`config.mk`:
```
export PLATFORM = sky130hd
export DESIGN_NAME = rv_decode_stage
export DESIGN_NICKNAME = d
export VERILOG_FILES = /design/src/rtl/rv_decode_stage.sv
export SDC_FILE = /design/constraint.sdc
export NUM_CORES = 1
export LEC_CHECK = 0
export CAP_MARGIN = 20
export CORE_MARGIN = 2
export CORE_UTILIZATION = 50
export CTS_CLUSTER_DIAMETER = 50
export DETAILED_ROUTE_END_ITERATION = 7
export GPL_ROUTABILITY_DRIVEN = 0
export HOLD_SLACK_MARGIN = 0.03
export PLACE_DENSITY = 0.82
export SETUP_SLACK_MARGIN = 0.1
export SLEW_MARGIN = 25
export SYNTH_ARGS = -nofsm -noshare
export SYNTH_HDL_FRONTEND = slang
export SYNTH_SLANG_ARGS = --single-unit
```
`constraint.sdc`:
```
create_clock -name clk -period 2.47 [get_ports clk]
set_input_delay 0.494 -clock clk [delete_from_list [all_inputs] [get_ports clk]]
set_output_delay 0.494 -clock clk [all_outputs]
set_load 0.02 [all_outputs]
```
`src/rtl/rv_decode_stage.sv`:
```
// rv_decode_stage: pipelined multi-lane RV32 instruction decode stage.
// Decodes LANES instructions per bundle into opcode, register indices, funct fields,
// shamt, a sign-extended immediate and an illegal flag. A registered output stage plus
// a one-entry skid buffer sustains full throughput under backpressure.
// Optional build macro: DECODE_RVM_EN -- when defined, OP with funct7=0000001 (RV32M)
// decodes as legal; otherwise it is flagged illegal.
module rv_decode_stage #(
    parameter int unsigned LANES = 2,
    parameter int unsigned SEQ_W = 8
) (
    input  logic                  clk,
    input  logic                  rst_n,
    input  logic                  in_valid,
    output logic                  in_ready,
    input  logic [LANES-1:0]      in_lane_vld,
    input  logic [32*LANES-1:0]   in_instr,
    output logic                  out_valid,
    input  logic                  out_ready,
    output logic [LANES-1:0]      out_lane_vld,
    output logic [7*LANES-1:0]    out_opcode,
    output logic [5*LANES-1:0]    out_rd,
    output logic [5*LANES-1:0]    out_rs1,
    output logic [5*LANES-1:0]    out_rs2,
    output logic [5*LANES-1:0]    out_shamt,
    output logic [3*LANES-1:0]    out_funct3,
    output logic [7*LANES-1:0]    out_funct7,
    output logic [32*LANES-1:0]   out_imm,
    output logic [LANES-1:0]      out_illegal,
    output logic [SEQ_W-1:0]      out_seq
);

    localparam logic [6:0] OpLui    = 7'b0110111;
    localparam logic [6:0] OpAuipc  = 7'b0010111;
    localparam logic [6:0] OpJal    = 7'b1101111;
    localparam logic [6:0] OpJalr   = 7'b1100111;
    localparam logic [6:0] OpBranch = 7'b1100011;
    localparam logic [6:0] OpLoad   = 7'b0000011;
    localparam logic [6:0] OpStore  = 7'b0100011;
    localparam logic [6:0] OpImm    = 7'b0010011;
    localparam logic [6:0] OpReg    = 7'b0110011;
    localparam logic [6:0] OpFence  = 7'b0001111;
    localparam logic [6:0] OpSystem = 7'b1110011;

    localparam logic [6:0] F7Base = 7'b0000000;
    localparam logic [6:0] F7Alt  = 7'b0100000;
    localparam logic [6:0] F7Mul  = 7'b0000001;

    // Decoded fields of a single lane.
    typedef struct packed {
        logic [6:0]  opcode;
        logic [4:0]  rd;
        logic [4:0]  rs1;
        logic [4:0]  rs2;
        logic [2:0]  funct3;
        logic [6:0]  funct7;
        logic [31:0] imm;
        logic        illegal;
    } lane_t;

    // One full decoded bundle, as held in the output register or the skid.
    typedef struct packed {
        logic [LANES-1:0]    lane_vld;
        logic [7*LANES-1:0]  opcode;
        logic [5*LANES-1:0]  rd;
        logic [5*LANES-1:0]  rs1;
        logic [5*LANES-1:0]  rs2;
        logic [5*LANES-1:0]  shamt;
        logic [3*LANES-1:0]  funct3;
        logic [7*LANES-1:0]  funct7;
        logic [32*LANES-1:0] imm;
        logic [LANES-1:0]    illegal;
        logic [SEQ_W-1:0]    seq;
    } bundle_t;

    typedef enum logic [1:0] {StEmpty, StOne, StFull} occ_e;

    occ_e             state_q, state_d;
    bundle_t          out_q, out_d;
    bundle_t          skid_q, skid_d;
    bundle_t          dec;
    logic [SEQ_W-1:0] seq_q, seq_d;
    logic             in_ready_q, in_ready_d;
    logic             out_valid_q, out_valid_d;
    logic             accept;
    logic             xfer;

    // Decode one instruction word; caller zeroes invalid lanes.
    function automatic lane_t decode_lane(input logic [31:0] ins);
        lane_t      d;
        logic [2:0] f3;
        logic [6:0] f7;
        d        = '0;
        f3       = ins[14:12];
        f7       = ins[31:25];
        d.opcode = ins[6:0];
        d.rd     = ins[11:7];
        d.rs1    = ins[19:15];
        d.rs2    = ins[24:20];
        d.funct3 = f3;
        d.funct7 = f7;
        case (ins[6:0])
            OpLui, OpAuipc: begin
                d.imm = {ins[31:12], 12'b0};
            end
            OpJal: begin
                d.imm = {{12{ins[31]}}, ins[19:12], ins[20], ins[30:21], 1'b0};
            end
            OpJalr: begin
                d.imm     = {{20{ins[31]}}, ins[31:20]};
                d.illegal = (f3 != 3'b000);
            end
            OpBranch: begin
                d.imm     = {{20{ins[31]}}, ins[7], ins[30:25], ins[11:8], 1'b0};
                d.illegal = (f3 == 3'b010) || (f3 == 3'b011);
            end
            OpLoad: begin
                d.imm     = {{20{ins[31]}}, ins[31:20]};
                d.illegal = (f3 == 3'b011) || (f3 == 3'b110) || (f3 == 3'b111);
            end
            OpStore: begin
                d.imm     = {{20{ins[31]}}, ins[31:25], ins[11:7]};
                d.illegal = (f3 > 3'b010);
            end
            OpImm: begin
                d.imm     = {{20{ins[31]}}, ins[31:20]};
                // Shift-immediates reuse funct7 as an encoding qualifier.
                d.illegal = ((f3 == 3'b001) && (f7 != F7Base)) ||
                            ((f3 == 3'b101) && (f7 != F7Base) && (f7 != F7Alt));
            end
            OpFence, OpSystem: begin
                d.imm = {{20{ins[31]}}, ins[31:20]};
            end
            OpReg: begin
                if (f7 == F7Base) begin
                    d.illegal = 1'b0;
                end else if (f7 == F7Alt) begin
                    // Only SUB and SRA exist in the alternate encoding.
                    d.illegal = !((f3 == 3'b000) || (f3 == 3'b101));
`ifdef DECODE_RVM_EN
                end else if (f7 == F7Mul) begin
                    d.illegal = 1'b0;
`else
                end else if (f7 == F7Mul) begin
                    d.illegal = 1'b1;
`endif
                end else begin
                    d.illegal = 1'b1;
                end
            end
            default: begin
                d.illegal = 1'b1;
            end
        endcase
        if (ins[1:0] != 2'b11) begin
            d.illegal = 1'b1;
        end
        return d;
    endfunction

    // Combinational decode of the incoming bundle, tagged with the current sequence value.
    always_comb begin
        lane_t l;
        dec          = '0;
        dec.lane_vld = in_lane_vld;
        dec.seq      = seq_q;
        for (int i = 0; i < LANES; i++) begin
            l = '0;
            if (in_lane_vld[i]) begin
                l = decode_lane(in_instr[32*i +: 32]);
            end
            dec.opcode[7*i +: 7]  = l.opcode;
            dec.rd[5*i +: 5]      = l.rd;
            dec.rs1[5*i +: 5]     = l.rs1;
            dec.rs2[5*i +: 5]     = l.rs2;
            dec.shamt[5*i +: 5]   = l.rs2;
            dec.funct3[3*i +: 3]  = l.funct3;
            dec.funct7[7*i +: 7]  = l.funct7;
            dec.imm[32*i +: 32]   = l.imm;
            dec.illegal[i]        = l.illegal;
        end
    end

    assign accept = in_valid && in_ready_q;
    assign xfer   = out_valid_q && out_ready;

    // Occupancy FSM: route decoded bundles into the output register or skid.
    always_comb begin
        state_d = state_q;
        out_d   = out_q;
        skid_d  = skid_q;
        seq_d   = seq_q;
        if (accept) begin
            seq_d = seq_q + SEQ_W'(1);
        end
        case (state_q)
            StEmpty: begin
                if (accept) begin
                    out_d   = dec;
                    state_d = StOne;
                end
            end
            StOne: begin
                if (accept && xfer) begin
                    out_d = dec;
                end else if (accept) begin
                    skid_d  = dec;
                    state_d = StFull;
                end else if (xfer) begin
                    state_d = StEmpty;
                end
            end
            StFull: begin
                if (xfer) begin
                    out_d   = skid_q;
                    state_d = StOne;
                end
            end
            default: begin
                state_d = StEmpty;
            end
        endcase
        in_ready_d  = (state_d != StFull);
        out_valid_d = (state_d != StEmpty);
    end

    // State, handshake and data registers; reset discards everything in flight.
    always_ff @(posedge clk or negedge rst_n) begin
        if (!rst_n) begin
            state_q     <= StEmpty;
            out_q       <= '0;
            skid_q      <= '0;
            seq_q       <= '0;
            in_ready_q  <= 1'b0;
            out_valid_q <= 1'b0;
        end else begin
            state_q     <= state_d;
            out_q       <= out_d;
            skid_q      <= skid_d;
            seq_q       <= seq_d;
            in_ready_q  <= in_ready_d;
            out_valid_q <= out_valid_d;
        end
    end

    assign in_ready     = in_ready_q;
    assign out_valid    = out_valid_q;
    assign out_lane_vld = out_q.lane_vld;
    assign out_opcode   = out_q.opcode;
    assign out_rd       = out_q.rd;
    assign out_rs1      = out_q.rs1;
    assign out_rs2      = out_q.rs2;
    assign out_shamt    = out_q.shamt;
    assign out_funct3   = out_q.funct3;
    assign out_funct7   = out_q.funct7;
    assign out_imm      = out_q.imm;
    assign out_illegal  = out_q.illegal;
    assign out_seq      = out_q.seq;

endmodule

```
==> run_results.csv <==
group,metric,value,unit
status,outcome,"completed",
clock_network,total_of_cells_resized_after_clock_tree_synthesis,0,
drt,drc,0,
synthesis,synth_top_family_by_area,"compound AO/OA/AOI/OAI gates",
synthesis,synth_async_sr_flop_share,1.00,
drt,drtPass1Iterations,8,
critical_path,startpoint_type,"input port",
floorplanning,start_util,0.511,
finish,fillers,1951,
drt,detail_route.vias_per_cell,5.85,
global_route,grt_max_degree,87,
sta,post_layout_minimum_cycle_time,2.24,ns
critical_path,crit_path_end_kind,"flip-flop",
sta,achievable-frequency,0.446,GHz
place,dpl_wire_length,27800,um
floorplanning,chipWidth,168,um
sta,finalClockSkew,0.0171,ns
clock_network,htree_levels,2,
drt,route.detailed.wl_per_inst,18.7,um
synthesis,count_of_cell_types_in_the_netlist,64,
synthesis,synth_cells,1515,
global_route,grt_first_pass_wirelength,64700,um
synthesis,synthSimpleGateAreaFrac,0.193,
finish,num-nets-final,1825,
critical_path,worst_ep_required_time,2.90,ns
global_route,grt_antenna_before_repair,0,
pwr,powerDensity,1300,nW/um2
critical_path,crit_path_max_fanout,8,
run,maxCapViolations,0,
clock_network,cts_stage_hold_buffer_count,1,
place,portBuffers,221,
clock_network,tritoncts,"done",
pwr,share_seq_of_total_power,0.352,
floorplanning,core.rowCount,59,
synthesis,synth_xor_area_frac,0.00719,
pwr,ir_worst_vdd,0.000679,V
floorplanning,fp.dieArea,28100,um2
synthesis,synth_fa_ha_area_frac,0.000934,
critical_path,rrSetupSlack,0.43,ns
pwr,power_switching,8.95,mW
synthesis,ys_ff_latch,292,
drt,antenna_left,0,
finish,stdcell_area,17700,um2
clock_network,clk_root_buffer_cell,"sky130_fd_sc_hd__clkbuf_16",
critical_path,path_class,"input port to flip-flop",
synthesis,mappedNetlistNets,1586,
clock_network,cts_sinks,292,
pwr,clockPowerShare,0.231,
synthesis,synth_compound_gate_area_share,0.204,
finish,antenna_cells,0,
clock_network,numCtsBuffers,37,
global_route,grt_use_total,0.285,
global_route,vias_in_the_first_global_route,12100,
sta,rsz0062_at_grt,"false",
sta,final_hold_viol_count,0,
sta,timing.slew.headroom,0.447,
clock_network,clkTransAtPathRegs,0.06,ns
finish,multi_input_area,5500,um2
synthesis,ys_seq_area_frac,0.545,
synthesis,synthesis.area_per_instance,8.84,um2
finish,layout-area-overhead-vs-synth,32.2,%
sta,drv_slew,0,
synthesis,syn_area,13400,um2
hold_path,hold_class,"input port to asynchronous set/reset pin",
global_route,grt_remaining_overflow,0,
drt,finalWirelength,39700,um
clock_network,post-cts-setup-buffer-count,0,
clock_network,cts_buffer_depth,3,
pwr,p_leak,7.70,nW
sta,worst_pin_slew,0.830,ns
critical_path,worst-endpoint-arrival,2.67,ns
sta,final.hold.worst_slack,0.463,ns
pwr,power.internal,14.0,mW
drt,num_vias,12400,
place,placed_area,16500,um2
finish,register_area,7310,um2
pwr,switching_share,0.389,
synthesis,post_synth_mux_area_share,0.00159,
pwr,power.total,23.0,mW
synthesis,dominantRegCellSynth,"sky130_fd_sc_hd__dfrtp_1",
pwr,combPwrFrac,0.417,
floorplanning,die_height,168,um
sta,final.period_utilization,0.907,
synthesis,count_of_flip_flops_with_a_built_in_enable_after_synthesis,0,
sta,final-setup-viol-count,0,
finish,final_layout_size_suffix_gt1_frac,0.106,
clock_network,clock_insertion_delay_worst_skew,0.51,ns
drt,drt_first_iter_violations,1322,
synthesis,ys.warnings.count,0,
floorplanning,floorplan.core_area,26200,um2
floorplanning,io-pin-count,222,
==> worst paths after layout <==
path / start / end / cells past startpoint
hold / removal: rst_n / out_rs1[4] / 2
min in group clk: skid_q[0] / skid_q[0] / 2
setup / recovery: in_instr[34] / out_imm[44] / 8
hold reg to reg: skid_q[0] / skid_q[0] / 2
max in group asynchronous: rst_n / skid_q[4] / 4
setup reg to reg: state_q[0] / out_rs1[7] / 6
==> power groups by stage <==
stage | combinational (mW) | sequential (mW) | clock [mW]
after floorplan | 4.11 | 9.13 | 0
after global placement | 9.29 | 8.06 | 0
after detailed placement | 9.57 | 8.12 | 0
after CTS | 9.63 | 8.08 | 5.36
after global routing | 10.4 | 8.31 | 5.58
final | 9.58 | 8.10 | 5.32
==> flip-flops by register name (all words and copies together) (netlist names), 6 cells and up <==
register,cells
out_funct3,6
out_seq,8
seq_q,8
out_rs1,10
skid_q,140
out_funct7,14
out_rd,10
out_opcode,14
out_rs2,10
out_imm,64
==> synth_stat cells, drive strengths merged (2+ instances only) <==
| cell | instances | area [um2] |
|---|---|---|
| nand2 | 319 | 1200 |
| dfrtp | 292 | 7310 |
| nor2 | 179 | 677 |
| o21ai | 158 | 798 |
| a21oi | 136 | 684 |
| buf | 64 | 358 |
| clkbuf | 64 | 240 |
| nor3 | 36 | 180 |
| nand3 | 34 | 170 |
| a31oi | 29 | 181 |
| o22a | 17 | 149 |
| o22ai | 17 | 113 |
| o31ai | 16 | 134 |
| a211oi | 15 | 113 |
| nand2b | 15 | 93.8 |
| a221oi | 12 | 130 |
| a22oi | 12 | 90.1 |
| a22o | 9 | 78.8 |
| inv | 9 | 33.8 |
| nor2b | 9 | 58.8 |
| and3 | 7 | 43.8 |
| xnor2 | 7 | 61.3 |
| and2 | 6 | 37.5 |
| a2bb2oi | 5 | 43.8 |
| o32a | 5 | 50.1 |
| or2 | 4 | 25.0 |
| xor2 | 4 | 35.0 |
| nand3b | 3 | 26.3 |
| nand4 | 3 | 18.8 |
| o21a | 3 | 23.8 |
| o21bai | 3 | 26.3 |
| o311ai | 3 | 26.3 |
| a21o | 2 | 15.0 |
| nor4 | 2 | 12.5 |
| o2111ai | 2 | 17.5 |
| o31a | 2 | 18.8 |
| o32ai | 2 | 25.0 |
==> critical path, cell delays in order <==
cell	delay, ns
sky130_fd_sc_hd__clkdlybuf4s50_1	0.56
sky130_fd_sc_hd__buf_4	0.22
sky130_fd_sc_hd__nand2b_1	0.13
sky130_fd_sc_hd__o21ai_0	0.08
sky130_fd_sc_hd__nand3b_1	0.10
sky130_fd_sc_hd__a21oi_1	0.68
sky130_fd_sc_hd__a21oi_1	0.17
sky130_fd_sc_hd__o22ai_1	0.23
==> logic make-up (layout without fill, tap and decap cells) <==
kind of cell / after synthesis / after routing
flops: 292 / 292
buf+inv: 137 / 404
compound gates: 450 / 450
fa+ha+maj: 1 / 1
simple gates: 622 / 622
xor+xnor: 11 / 11
mux: 2 / 2
==> layer usage <==
metal	track usage	share of wire	vias to the layer above
met3	0.0477	0.070	117
met5	0	0	-
met2	0.449	0.47	554
met4	0.120	0.041	0
met1	0.395	0.42	5991
li1	-	-	5715
==> layout by cell type (no fill, tap or decap), types with 5 or more instances in the layout <==
cell	instances
sky130_fd_sc_hd__inv_1	9
sky130_fd_sc_hd__buf_12	18
sky130_fd_sc_hd__o21ai_0	140
sky130_fd_sc_hd__dfrtp_1	292
sky130_fd_sc_hd__o32a_1	5
sky130_fd_sc_hd__a22o_1	9
sky130_fd_sc_hd__a22oi_1	12
sky130_fd_sc_hd__o22ai_1	16
sky130_fd_sc_hd__clkbuf_16	37
sky130_fd_sc_hd__nand2b_1	15
sky130_fd_sc_hd__and3_1	7
sky130_fd_sc_hd__clkdlybuf4s50_1	220
sky130_fd_sc_hd__o31ai_1	13
sky130_fd_sc_hd__a221oi_1	8
sky130_fd_sc_hd__a211oi_1	15
sky130_fd_sc_hd__clkbuf_1	8
sky130_fd_sc_hd__a2bb2oi_1	5
sky130_fd_sc_hd__o21ai_1	16
sky130_fd_sc_hd__o22a_1	17
sky130_fd_sc_hd__inv_6	6
sky130_fd_sc_hd__nor3_1	36
sky130_fd_sc_hd__nor2b_1	7
sky130_fd_sc_hd__a21oi_1	135
sky130_fd_sc_hd__nor2_1	177
sky130_fd_sc_hd__buf_4	88
sky130_fd_sc_hd__xnor2_1	7
sky130_fd_sc_hd__nand3_1	33
sky130_fd_sc_hd__a31oi_1	29
sky130_fd_sc_hd__nand2_1	319
sky130_fd_sc_hd__and2_1	6
==> cell type report <==
cell class                 instances  area share
clock buffer                      48      0.0563
clock inverter                    19      0.0119
inverter                           9     0.00191
multi-input combinational       1086       0.310
sequential                       292       0.413
tap                              335      0.0237
timing repair buffer             328       0.183
==> stage by stage <==
stage	setup WS (ns)	util	TNS [ns]	instances
global route	0.128	0.676	0	2117
detailed placement	-0.319	0.629	-8.47	2049
finish	0.230	0.676	0	2117
global placement	-0.149	0.629	-3.53	2049
CTS	0.215	0.676	0	2117
floorplan	0.507	-	0	1515
Note: power is estimated with default switching activity, not from simulation.
